[src/rtl/opcode_assembler_if.sv]
// Command bus between the host byte stream and the opcode assembler.
// The master side drives bytes and core_ready; the slave (assembler) returns issued opcodes and FIFO status.
interface opcode_assembler_if;
    logic [7:0]  byte_in;
    logic        byte_valid;
    logic        align;
    logic        core_ready;
    logic [15:0] opcode;
    logic        execute;
    logic        fifo_empty;
    logic        fifo_full;
    logic        overflow;

    modport master (
        output byte_in, byte_valid, align, core_ready,
        input  opcode, execute, fifo_empty, fifo_full, overflow
    );

    modport slave (
        input  byte_in, byte_valid, align, core_ready,
        output opcode, execute, fifo_empty, fifo_full, overflow
    );
endinterface

[src/rtl/opcode_assembler.sv]
// Pairs host command bytes into 16-bit opcodes (high byte first), queues them and issues them with spacing.
// Define OPCODE_LEVEL_EN to add the fifo_level occupancy output port.
module opcode_assembler #(
    parameter int unsigned DEPTH   = 4,
    parameter int unsigned MIN_GAP = 2
) (
    input  logic                     clk,
    input  logic                     rst_n,
    opcode_assembler_if.slave        cmd
`ifdef OPCODE_LEVEL_EN
    ,
    output logic [$clog2(DEPTH):0]   fifo_level
`endif
);
    localparam int unsigned PTR_W = $clog2(DEPTH);
    localparam int unsigned CNT_W = PTR_W + 1;
    localparam int unsigned GAP_W = (MIN_GAP > 1) ? $clog2(MIN_GAP) : 1;
    localparam logic [CNT_W-1:0] CNT_FULL   = CNT_W'(DEPTH);
    localparam logic [GAP_W-1:0] GAP_RELOAD = GAP_W'(MIN_GAP - 1);

    typedef enum logic {
        ASM_HIGH,
        ASM_LOW
    } asm_state_t;

    asm_state_t        asm_state;
    logic [7:0]        held_byte;
    logic [15:0]       mem [DEPTH];
    logic [PTR_W-1:0]  wr_ptr;
    logic [PTR_W-1:0]  rd_ptr;
    logic [CNT_W-1:0]  count;
    logic [CNT_W-1:0]  count_next;
    logic [GAP_W-1:0]  gap;

    logic              word_done;
    logic              pop_en;
    logic              push_en;
    logic              drop;

    // Pop eligibility uses the pre-edge count, so a word pushed this edge cannot be issued at it.
    always_comb begin
        word_done  = cmd.byte_valid && (asm_state == ASM_LOW) && !cmd.align;
        pop_en     = (count != '0) && cmd.core_ready && (gap == '0);
        push_en    = word_done && ((count != CNT_FULL) || pop_en);
        drop       = word_done && (count == CNT_FULL) && !pop_en;
        count_next = count + CNT_W'(push_en) - CNT_W'(pop_en);
    end

    // Storage carries no reset; validity is tracked entirely by the pointers and count.
    always_ff @(posedge clk) begin
        if (push_en) begin
            mem[wr_ptr] <= {held_byte, cmd.byte_in};
        end
    end

    always_ff @(posedge clk or negedge rst_n) begin
        if (!rst_n) begin
            asm_state      <= ASM_HIGH;
            held_byte      <= '0;
            wr_ptr         <= '0;
            rd_ptr         <= '0;
            count          <= '0;
            gap            <= '0;
            cmd.opcode     <= '0;
            cmd.execute    <= 1'b0;
            cmd.fifo_empty <= 1'b1;
            cmd.fifo_full  <= 1'b0;
            cmd.overflow   <= 1'b0;
        end else begin
            if (cmd.align) begin
                asm_state <= ASM_HIGH;
            end else if (cmd.byte_valid) begin
                if (asm_state == ASM_HIGH) begin
                    held_byte <= cmd.byte_in;
                    asm_state <= ASM_LOW;
                end else begin
                    asm_state <= ASM_HIGH;
                end
            end

            if (cmd.align) begin
                cmd.overflow <= 1'b0;
            end else if (drop) begin
                cmd.overflow <= 1'b1;
            end

            if (push_en) begin
                wr_ptr <= wr_ptr + PTR_W'(1);
            end

            if (pop_en) begin
                cmd.opcode  <= mem[rd_ptr];
                cmd.execute <= 1'b1;
                rd_ptr      <= rd_ptr + PTR_W'(1);
                gap         <= GAP_RELOAD;
            end else begin
                cmd.execute <= 1'b0;
                if (gap != '0) begin
                    gap <= gap - GAP_W'(1);
                end
            end

            count          <= count_next;
            cmd.fifo_empty <= (count_next == '0);
            cmd.fifo_full  <= (count_next == CNT_FULL);
        end
    end

`ifdef OPCODE_LEVEL_EN
    assign fifo_level = count;
`endif

endmodule

[src/flat_wrapper.sv]
// flat-port wrapper written by rule: the top's interface ports become plain ports
module opcode_assembler_flat 
#(
    parameter int unsigned DEPTH   = 4,
    parameter int unsigned MIN_GAP = 2
)
  (clk, rst_n, cmd_byte_in, cmd_byte_valid, cmd_align, cmd_core_ready, cmd_opcode, cmd_execute, cmd_fifo_empty, cmd_fifo_full, cmd_overflow);
  opcode_assembler_if cmd_i ();
  input  logic clk;
  input  logic rst_n;
  input wire logic [$bits(cmd_i.byte_in)-1:0] cmd_byte_in;
  input wire logic [$bits(cmd_i.byte_valid)-1:0] cmd_byte_valid;
  input wire logic [$bits(cmd_i.align)-1:0] cmd_align;
  input wire logic [$bits(cmd_i.core_ready)-1:0] cmd_core_ready;
  output wire logic [$bits(cmd_i.opcode)-1:0] cmd_opcode;
  output wire logic [$bits(cmd_i.execute)-1:0] cmd_execute;
  output wire logic [$bits(cmd_i.fifo_empty)-1:0] cmd_fifo_empty;
  output wire logic [$bits(cmd_i.fifo_full)-1:0] cmd_fifo_full;
  output wire logic [$bits(cmd_i.overflow)-1:0] cmd_overflow;
  assign cmd_i.byte_in = cmd_byte_in;
  assign cmd_i.byte_valid = cmd_byte_valid;
  assign cmd_i.align = cmd_align;
  assign cmd_i.core_ready = cmd_core_ready;
  assign cmd_opcode = cmd_i.opcode;
  assign cmd_execute = cmd_i.execute;
  assign cmd_fifo_empty = cmd_i.fifo_empty;
  assign cmd_fifo_full = cmd_i.fifo_full;
  assign cmd_overflow = cmd_i.overflow;
  opcode_assembler #(.DEPTH(DEPTH), .MIN_GAP(MIN_GAP)) u_core (.clk(clk), .rst_n(rst_n), .cmd(cmd_i));
endmodule
[config.mk]
export PLATFORM = sky130hd
export DESIGN_NAME = opcode_assembler_flat
export DESIGN_NICKNAME = d
export VERILOG_FILES = /design/src/rtl/opcode_assembler_if.sv /design/src/rtl/opcode_assembler.sv /design/src/flat_wrapper.sv
export SDC_FILE = /design/constraint.sdc
export NUM_CORES = 1
export LEC_CHECK = 0
export BUFFER_PORTS_ARGS = -buffer_cell sky130_fd_sc_hd__buf_2
export CORE_AREA = 5 5 97 76
export CTS_CLUSTER_SIZE = 8
export DETAILED_ROUTE_END_ITERATION = 10
export DIE_AREA = 0 0 102 81
export PLACE_DENSITY = 0.82
export SLEW_MARGIN = 20
export SYNTH_ARGS = -nofsm -noshare
export SYNTH_HDL_FRONTEND = slang
export SYNTH_SLANG_ARGS = --single-unit
[constraint.sdc]
create_clock -name clk -period 4.2 [get_ports clk]
set_clock_uncertainty 0.05 [all_clocks]
set_input_delay 0.42 -clock clk [delete_from_list [all_inputs] [get_ports clk]]
set_output_delay 0.42 -clock clk [all_outputs]
set_load 0.05 [all_outputs]
==> results of run 1 <==
## through the flow
stage	power (uW)	setup slack [ns]
global route	3080	1.262
global placement	2357	1.569
finish	2933	1.550
CTS	2956	1.536
floorplan	2184	1.414
detailed placement	2378	1.508
## per-layer routing
metal	GRT usage (%)	vias up	wire length, um	part of all wire, %
li1	-	787	-	-
met4	6.291	0	98	1.7
met5	0	-	0	0
met1	22.51	886	2752	47
met2	25.03	28	2784	47
met3	4.893	9	263	4.5
## final cells by class
cell class	count	area, um^2	area share [%]
Timing Repair Buffer	33	167.7	3.909
Inverter	7	26.28	0.6126
Multi-Input combinational cell	71	973.4	22.70
Clock inverter	4	28.78	0.6709
Sequential cell	100	2825	65.87
Tap cell	81	101.3	2.363
Clock buffer	12	166.4	3.880
## sequential cells by signal (all words and copies together) (netlist names)
signal	flops
u_core.wr_ptr	2
u_core.asm_state	1
u_core.cmd.fifo_full	1
u_core.cmd.fifo_empty	1
u_core.rd_ptr	2
u_core.cmd.opcode	16
u_core.mem	64
u_core.count	3
u_core.cmd.overflow	1
u_core.held_byte	8
u_core.cmd.execute	1
## worst max-delay path: cells and delay by family, from the launching register on
family                   cells  cell delay [ns]
adder cells (fa/ha/maj)      3             0.82
AND/OR/NAND/NOR              3             0.55
flip-flops                   1             0.45
XOR/XNOR                     2             0.36
buffers and inverters        3             0.34
## worst paths after layout
check	startpoint	endpoint	slack, ns	cells past startpoint
worst min register to register	u_core.cmd.opcode[5]	u_core.cmd.opcode[5]	0.47	1
worst min-delay path	rst_n	u_core.held_byte[1]	0.1	1
max in group asynchronous	rst_n	u_core.rd_ptr[0]	3.44	1
min in group clk	cmd_align	u_core.asm_state	0.22	2
worst max-delay path	u_core.count[2]	u_core.cmd.fifo_full	1.55	11
worst max register to register	u_core.count[2]	u_core.cmd.fifo_full	1.55	11
## power groups by stage
stage          registers, uW  logic, uW  clock network, uW
2_1_floorplan           1640        539                  0
3_3_place_gp            1440        920                  0
3_5_place_dp            1440        935                  0
4_1_cts                 1420        937                596
5_1_grt                 1450        988                640
6_report                1420        925                588
## logic make-up (layout without fill, tap and decap cells)
logic type | Yosys count | after routing | synth area share, %
compound gates | 2 | 2 | 0.4849
simple gates | 15 | 15 | 2.715
buf+inv | 12 | 56 | 1.907
flops | 100 | 100 | 72.95
mux | 41 | 41 | 18.13
fa+ha+maj | 7 | 7 | 2.456
xor+xnor | 6 | 6 | 1.357
## placed cells by master (no fill, tap or decap), drive strengths merged, types with 2 or more instances in the layout
cell type,Yosys,layout
nor3b,3,3
nor2,3,3
edfxtp,64,64
ha,6,6
dfrtp,35,35
buf,4,33
xnor2,4,4
mux2,25,25
nor3,2,2
clkbuf,1,12
mux4,16,16
xor2,2,2
inv,7,10
and2,4,4
==> run_results.csv, run 1 <==
group,metric,value,unit
timing,max_freq,0.3773,GHz
pwr,p_comb_share,31.5,%
die,floorplan.rows,25,
hold_path,hp-class,"in -> async",
clock_network,cts.path.max_buffers,2,
timing,slew_viol_final,0,
timing,slew_headroom,39.69,%
routing,drt_iter0_drc,47,
routing,ant_nets,0,
logic_synthesis,synth.yosys.warnings,0,
job,drv_cap,0,
die,fp.dieW,102,um
global_route,antenna_found_initial,0,
routing,wl,5897,um
logic_synthesis,synth_top_area_share,49.64,%
die,die_h,81,um
clock_network,cts_buffers,9,
logic_synthesis,yosysTopAreaCell,"edfxtp_1",
global_route,grt_max_degree,37,
pwr,clock_power_share,20.0,%
pwr,swShare,35.27,%
routing,firstDrtPassIters,4,
timing,rsz0062_at_grt,"no",
final_layout,drive_gt1_share,38.33,%
worst_setup_path,crit_type,"reg -> reg",
final_layout,finish.utilization,68.90,%
run_status,status,"finished clean",
pwr,intPower,1899,uW
routing,wl_per_cell,19.15,um
die,start_util,62.19,%
timing,tightest_slew,0.9007,ns
logic_synthesis,ys_ff_latch,100,
logic_synthesis,synth.area.top_cells,"edfxtp_1 (50%), dfrtp_1 (23%), mux4_1 (5.4%)",
timing,hold_viol_final,0,
logic_synthesis,synth_area_per_cell,21.15,um^2
placed_design,gp_congestion,0.6951,
timing,holdWs,0.09570,ns
worst_setup_path,crit_required,4.43,ns
die,die-area,8262,um^2
logic_synthesis,synth_edf_count,64,
die,io_pins,33,
clock_network,worstSkewPairLatency,0.36,ns
global_route,grt_overflow_total,0,
logic_synthesis,netlist_top_cells_count,"edfxtp_1 (64), dfrtp_1 (35), mux2_2 (17)",
global_route,grt_pass1_wl,9563,um
clock_network,h-tree-depth,3,
pwr,power_switching,1035,uW
placed_design,dp_cells,292,
pwr,power_density,683.9,nW/um^2
final_layout,insertedDiodeCount,0,
placed_design,io_buffers,32,
clock_network,clkSinkCount,100,
routing,routed_via_density,5.552,
pwr,peakVddDrop,0.0003952,V
final_layout,final_area,4289,um^2
final_layout,nets,242,
final_layout,areaGrowthSynthToFinish,10.79,%
logic_synthesis,yosysMostFrequentCell,"edfxtp_1",
timing,finalCritPeriodShare,63.10,%
global_route,globalRouteTotalUtil,16.37,%
clock_network,cts_tree,"built",
logic_synthesis,synthCells,183,
clock_network,clkTransAtPathRegs,0.10,ns
clock_network,cts-resized-gates,0,
pwr,share_seq_of_total_power,48.4,%
logic_synthesis,async_reset_ff_share,36.00,%
logic_synthesis,ys_seq_area_share,72.95,%
clock_network,clockRootBuffer,"clkbuf_8",
pwr,leakage,0.001633,uW
worst_setup_path,path_cells,"nor3_2 > nor2_4 > buf_4 > ha_1 > inv_1 > ha_1 > inv_1 > fa_1 > xnor2_1 > xnor2_1 > nor3b_1",
placed_design,dpl-instance-area,4093,um^2
logic_synthesis,synth_area,3871,um^2
placed_design,dp_hpwl,3589,um
global_route,grt_pass1_vias,1797,
worst_setup_path,startpoint_type,"register",
final_layout,fill_cells,415,
worst_setup_path,slowest_delay,0.45,ns
clock_network,cts_hold_buf,0,
worst_setup_path,worstPathArrival,2.88,ns
routing,via_count,1710,
timing,setup_viol,0,
final_layout,instances_no_fill,308,
worst_setup_path,slowest_stage,"dfrtp_1",
timing,setup_tns,0,ns
routing,drc,0,
logic_synthesis,synth_fp_nets,203,
timing,final.min_clock_period,2.650,ns
die,core,6225,um^2
logic_synthesis,synth.distinct_cells,29,
clock_network,post_cts_buffers,0,
worst_setup_path,endpoint_kind,"register",
logic_synthesis,ys.flop_type,"edfxtp_1",
worst_setup_path,critPathMaxFanout,19,
Note: power is estimated with default switching activity, not from simulation.
==> inputs of run 2 (changes only) <==
- CORE_AREA: 5 5 97 76 -> 5 5 101 79
- DIE_AREA: 0 0 102 81 -> 0 0 106 84
- PLACE_DENSITY: 0.82 -> 0.76
- clock period: 4.2 -> 2.75 ns (I/O delays scaled with it)
==> run 2 against run 1 <==
  * The flow now finishes with violations (negative hold slack)
  * Maximum frequency is 6.3% higher
  * Register-to-register slack got worse by 1.3 ns
  * Sequential share of layout area fell by 1.4 points
  * First-iteration DRC count is 87% higher
  * Core utilization down 6.6 points
==> run_results.csv, run 2 (same netlist as run 1, synthesis figures left out) <==
group,metric,value,unit
die,die-area,8904,um^2
timing,holdWs,-0.01998,ns
job,drv_cap,0,
die,floorplan.rows,27,
placed_design,gp_congestion,0.7003,
timing,finalCritPeriodShare,90.70,%
final_layout,instances_no_fill,323,
timing,hold_viol_final,35,
final_layout,insertedDiodeCount,0,
clock_network,worstSkewPairLatency,0.35,ns
routing,firstDrtPassIters,4,
routing,via_count,1773,
worst_setup_path,slowest_delay,0.46,ns
placed_design,place_ws,0.2723,ns
clock_network,clkSinkCount,100,
timing,setup_viol,0,
worst_setup_path,startpoint_type,"register",
die,core,7027,um^2
final_layout,areaGrowthSynthToFinish,13.15,%
routing,drc,0,
clock_network,post_cts_buffers,0,
worst_setup_path,worstPathArrival,2.72,ns
clock_network,cts_buffers,9,
run_status,status,"complete, but fails checks",
worst_setup_path,critPathMaxFanout,4,
timing,fin_ws,0.2558,ns
worst_setup_path,crit_type,"reg -> reg",
routing,ant_nets,0,
die,start_util,55.09,%
routing,wl,6204,um
clock_network,cts.path.max_buffers,2,
timing,slew_headroom,42.27,%
final_layout,reg_top3,"u_core.mem x64, u_core.cmd.opcode x16, u_core.held_byte x8",
timing,slew_viol_final,0,
global_route,grt_pass1_wl,10060,um
hold_path,hp-class,"in -> async",
clock_network,clkTransAtPathRegs,0.09,ns
final_layout,regMostFlops,"u_core.mem",
pwr,power_density,1027,nW/um^2
run_status,violations,"negative hold slack",
die,fp.dieW,106,um
worst_setup_path,path_cells,"nor3_2 > nor2_4 > ha_1 > inv_1 > ha_1 > inv_1 > fa_1 > xnor2_1 > xnor2_1 > nor3b_1",
worst_setup_path,slowest_stage,"dfrtp_1",
clock_network,cts-resized-gates,0,
global_route,antenna_found_initial,0,
placed_design,io_buffers,32,
global_route,grt_max_degree,37,
timing,final.min_clock_period,2.494,ns
placed_design,dp_hpwl,3985,um
pwr,peakVddDrop,0.0005648,V
routing,drt_iter0_drc,88,
routing,routed_via_density,5.489,
final_layout,final_cell_mix,"edfxtp_1 (64), dfrtp_1 (34), buf_2 (32)",
final_layout,layout_commonest_cell,"edfxtp_1",
placed_design,dp_cells,307,
timing,max_freq,0.4009,GHz
timing,setup_tns,0,ns
global_route,grt_pass1_vias,1772,
timing,rsz0062_at_grt,"no",
routing,wl_per_cell,19.21,um
final_layout,largest_register_ffs,64,
timing,tightest_slew,0.8660,ns
clock_network,cts_tree,"built",
worst_setup_path,crit_required,2.97,ns
final_layout,drive_gt1_share,40.68,%
global_route,globalRouteTotalUtil,15.32,%
worst_setup_path,cp_num_buf_inv,2,
pwr,leakage,0.001684,uW
die,die_h,84,um
final_layout,nets,251,
clock_network,clockRootBuffer,"clkbuf_8",
worst_setup_path,critPathTopFamily,"adder cells",
worst_setup_path,endpoint_kind,"register",
clock_network,cts_hold_buf,0,
die,io_pins,33,
global_route,grt_overflow_total,0,
clock_network,h-tree-depth,3,
-- run 2: cell types whose count changed in the layout (fill, tap and decap cells not counted), sizes merged --
cell	change
buf	+9
clkinv	+2
clkinvlp	-1
inv	-1
-- run 2: where the power goes --
group / internal (uW) / total [uW] / switching [uW]
sequential: 1880 / 2050 / 174
clock: 386 / 865 / 479
combinational: 641 / 1580 / 936
-- run 2: routing by layer --
layer	vias to the layer above	global-route usage [%]	part of all wire, %
li1	803	-	-
met1	927	20.87	44
met2	37	23.55	50
met3	6	5.646	4.6
met4	0	4.000	1.0
met5	-	0	0
-- run 2: area by class of cell --
class                   count  area, um^2
flip-flops and latches    100        2825
fillers                   516        2646
multi-input cells          71       973.4
repair buffers             42       260.3
clock buffers              12       155.1
well taps                  87       108.9
clock inverters             4       31.28
inverters                   7       26.28
-- run 2: final timing paths --
path                                        from                     to  slack [ns]  cells past startpoint
min in group clk                       cmd_align       u_core.asm_state        0.06                      2
hold / removal                             rst_n    u_core.held_byte[4]       -0.02                      1
max in group asynchronous                  rst_n     u_core.cmd.execute        2.07                      1
setup / recovery                 u_core.count[2]   u_core.cmd.fifo_full        0.26                     10
hold reg to reg            u_core.cmd.opcode[11]  u_core.cmd.opcode[11]        0.45                      1
setup reg to reg                 u_core.count[2]   u_core.cmd.fifo_full        0.26                     10
-- run 2: worst register-to-register path, cell delays in order, from the launching register on --
cell and delay [ns]:
dfrtp_1 0.46, nor3_2 0.33, nor2_4 0.06, ha_1 0.30
inv_1 0.06, ha_1 0.13, inv_1 0.05, fa_1 0.37
xnor2_1 0.15, xnor2_1 0.26, nor3b_1 0.22
-- run 2: stage by stage --
| step | util (%) | area [um^2] | hold WS, ns | total power (uW) |
|---|---|---|---|---|
| finish | 62.34 | 4380 | -0.01998 | 4497 |
| global route | 62.34 | 4380 | 0.02745 | 4743 |
| CTS | 62.34 | 4380 | 0.002223 | 4558 |
| detailed placement | 59.69 | 4194 | 0.3979 | 3693 |
| global placement | 59.69 | 4194 | 0.3994 | 3650 |
| floorplan | - | 3872 | -0.07059 | 3337 |
==> inputs of run 3 (changes only) <==
- CELL_PAD_IN_SITES_DETAIL_PLACEMENT: unset -> 0
- CELL_PAD_IN_SITES_GLOBAL_PLACEMENT: unset -> 2
- CORE_AREA: 5 5 101 79 -> 5 5 112 88
- DIE_AREA: 0 0 106 84 -> 0 0 117 93
- PLACE_DENSITY: 0.76 -> 0.78
==> run 3 against run 2 <==
  * The flow now finishes without violations
  * Hold slack better by 0.022 ns
  * Power is 7.0% higher
  * Die area is 22% higher
  * Non-clock buffer count is 3 lower
  * Sequential power is 3% higher
  * Maximum frequency is 2.9% higher
  * Core utilization is 11 points lower
  * Sequential cell count stayed put
  * Cell count is 6.8% higher
  * Critical path type unchanged
  * Largest power group unchanged
==> run_results.csv, run 3 (same netlist as run 1, synthesis figures left out) <==
group,metric,value,unit
worst_setup_path,cp_num_buf_inv,2,
placed_design,gp_congestion,0.7124,
worst_setup_path,path_cells,"nor3_2 > nor2_4 > ha_1 > inv_1 > ha_1 > inv_1 > fa_1 > xnor2_1 > xnor2_1 > nor3b_1",
clock_network,cts.path.max_buffers,2,
job,drv_cap,0,
routing,routed_via_density,5.023,
routing,wl,6248,um
timing,slew_viol_final,0,
global_route,grt_max_degree,37,
placed_design,dp_hpwl,3904,um
final_layout,largest_register_ffs,64,
routing,ant_nets,0,
die,start_util,44.45,%
die,die-area,10880,um^2
final_layout,reg_top3,"u_core.mem x64, u_core.cmd.opcode x16, u_core.held_byte x8",
die,fp.dieW,117,um
global_route,grt_overflow_total,0,
clock_network,post_cts_buffers,0,
timing,final.min_clock_period,2.424,ns
pwr,leakage,0.001712,uW
pwr,power_density,1074,nW/um^2
final_layout,nets,248,
pwr,peakVddDrop,0.0004443,V
worst_setup_path,startpoint_type,"register",
timing,hold_viol_final,0,
worst_setup_path,worstPathArrival,2.62,ns
final_layout,layout_commonest_cell,"edfxtp_1",
routing,firstDrtPassIters,4,
clock_network,cts-resized-gates,0,
placed_design,io_buffers,32,
timing,tightest_slew,0.8508,ns
clock_network,h-tree-depth,3,
global_route,globalRouteTotalUtil,12.97,%
timing,max_freq,0.4125,GHz
worst_setup_path,slowest_delay,0.43,ns
run_status,status,"finished clean",
final_layout,regMostFlops,"u_core.mem",
die,io_pins,33,
timing,setup_tns,0,ns
clock_network,cts_hold_buf,0,
final_layout,drive_gt1_share,39.91,%
worst_setup_path,slowest_stage,"dfrtp_1",
worst_setup_path,critPathMaxFanout,4,
hold_path,hp-class,"in -> async",
die,die_h,93,um
routing,wl_per_cell,18.11,um
worst_setup_path,crit_required,2.95,ns
final_layout,areaGrowthSynthToFinish,15.77,%
global_route,grt_pass1_wl,10430,um
die,floorplan.rows,30,
routing,via_count,1733,
final_layout,finish.utilization,51.47,%
final_layout,insertedDiodeCount,0,
clock_network,cts_tree,"built",
die,core,8708,um^2
global_route,grt_pass1_vias,1912,
routing,drc,0,
clock_network,clkTransAtPathRegs,0.06,ns
timing,setup_viol,0,
worst_setup_path,endpoint_kind,"register",
clock_network,worstSkewPairLatency,0.33,ns
clock_network,clockRootBuffer,"clkbuf_16",
routing,drt_iter0_drc,69,
clock_network,cts_buffers,9,
worst_setup_path,critPathTopFamily,"adder cells",
clock_network,clkSinkCount,100,
timing,slew_headroom,43.28,%
global_route,antenna_found_initial,0,
worst_setup_path,crit_type,"reg -> reg",
timing,rsz0062_at_grt,"no",
timing,finalCritPeriodShare,88.16,%
final_layout,final_cell_mix,"edfxtp_1 (64), dfrtp_1 (34), buf_2 (32)",
-- run 3: final cells by class --
class                           instances  area (um^2)
Tap cell                              112        140.1
Clock inverter                          3        21.27
Inverter                                7        26.28
Multi-Input combinational cell         71        973.4
Timing Repair Buffer                   39        225.2
Clock buffer                           13        270.3
Fill cell                             682         4227
Sequential cell                       100         2825
-- run 3: routing by layer --
| metal | part of all wire [%] | global-route usage [%] |
|---|---|---|
| met1 | 45 | 17.62 |
| met2 | 51 | 20.50 |
| met3 | 3.3 | 3.687 |
| met4 | 0.83 | 3.725 |
| met5 | 0 | 0 |
-- run 3: final timing paths --
check	from	to	slack, ns	cells past startpoint
max	u_core.count[2]	u_core.cmd.fifo_full	0.33	10
min	rst_n	u_core.cmd.opcode[4]	0.002	1
max reg2reg	u_core.count[2]	u_core.cmd.fifo_full	0.33	10
min reg2reg	u_core.cmd.opcode[2]	u_core.cmd.opcode[2]	0.45	1
max in group asynchronous	rst_n	u_core.cmd.execute	2.06	1
min in group clk	cmd_align	u_core.asm_state	0.09	2
-- run 3: metrics by stage --
step                      worst slack (ns)  cells  cell area (um^2)  power (uW)  hold WS, ns
after CTS                           0.2975    345              4482        4891      0.03810
after floorplan                    0.05273    183              3872        3337     -0.07059
after global routing                0.1025    345              4482        5076      0.07773
after global placement              0.4251    329              4190        3658       0.3997
final                               0.3257    345              4482        4813     0.001870
after detailed placement            0.3210    329              4190        3694       0.4000
-- run 3: power by group --
| part | switching [uW] | internal (uW) |
|---|---|---|
| Combinational | 870 | 642 |
| Sequential | 236 | 1880 |
| Clock | 496 | 688 |
| Total | 1600 | 3210 |
-- run 3: worst reg2reg max path: stages (launching register included) --
cell and delay, ns:
dfrtp_1 0.43, nor3_2 0.32, nor2_4 0.05, ha_1 0.29
inv_1 0.06, ha_1 0.15, inv_1 0.05, fa_1 0.37
xnor2_1 0.15, xnor2_1 0.23, nor3b_1 0.20
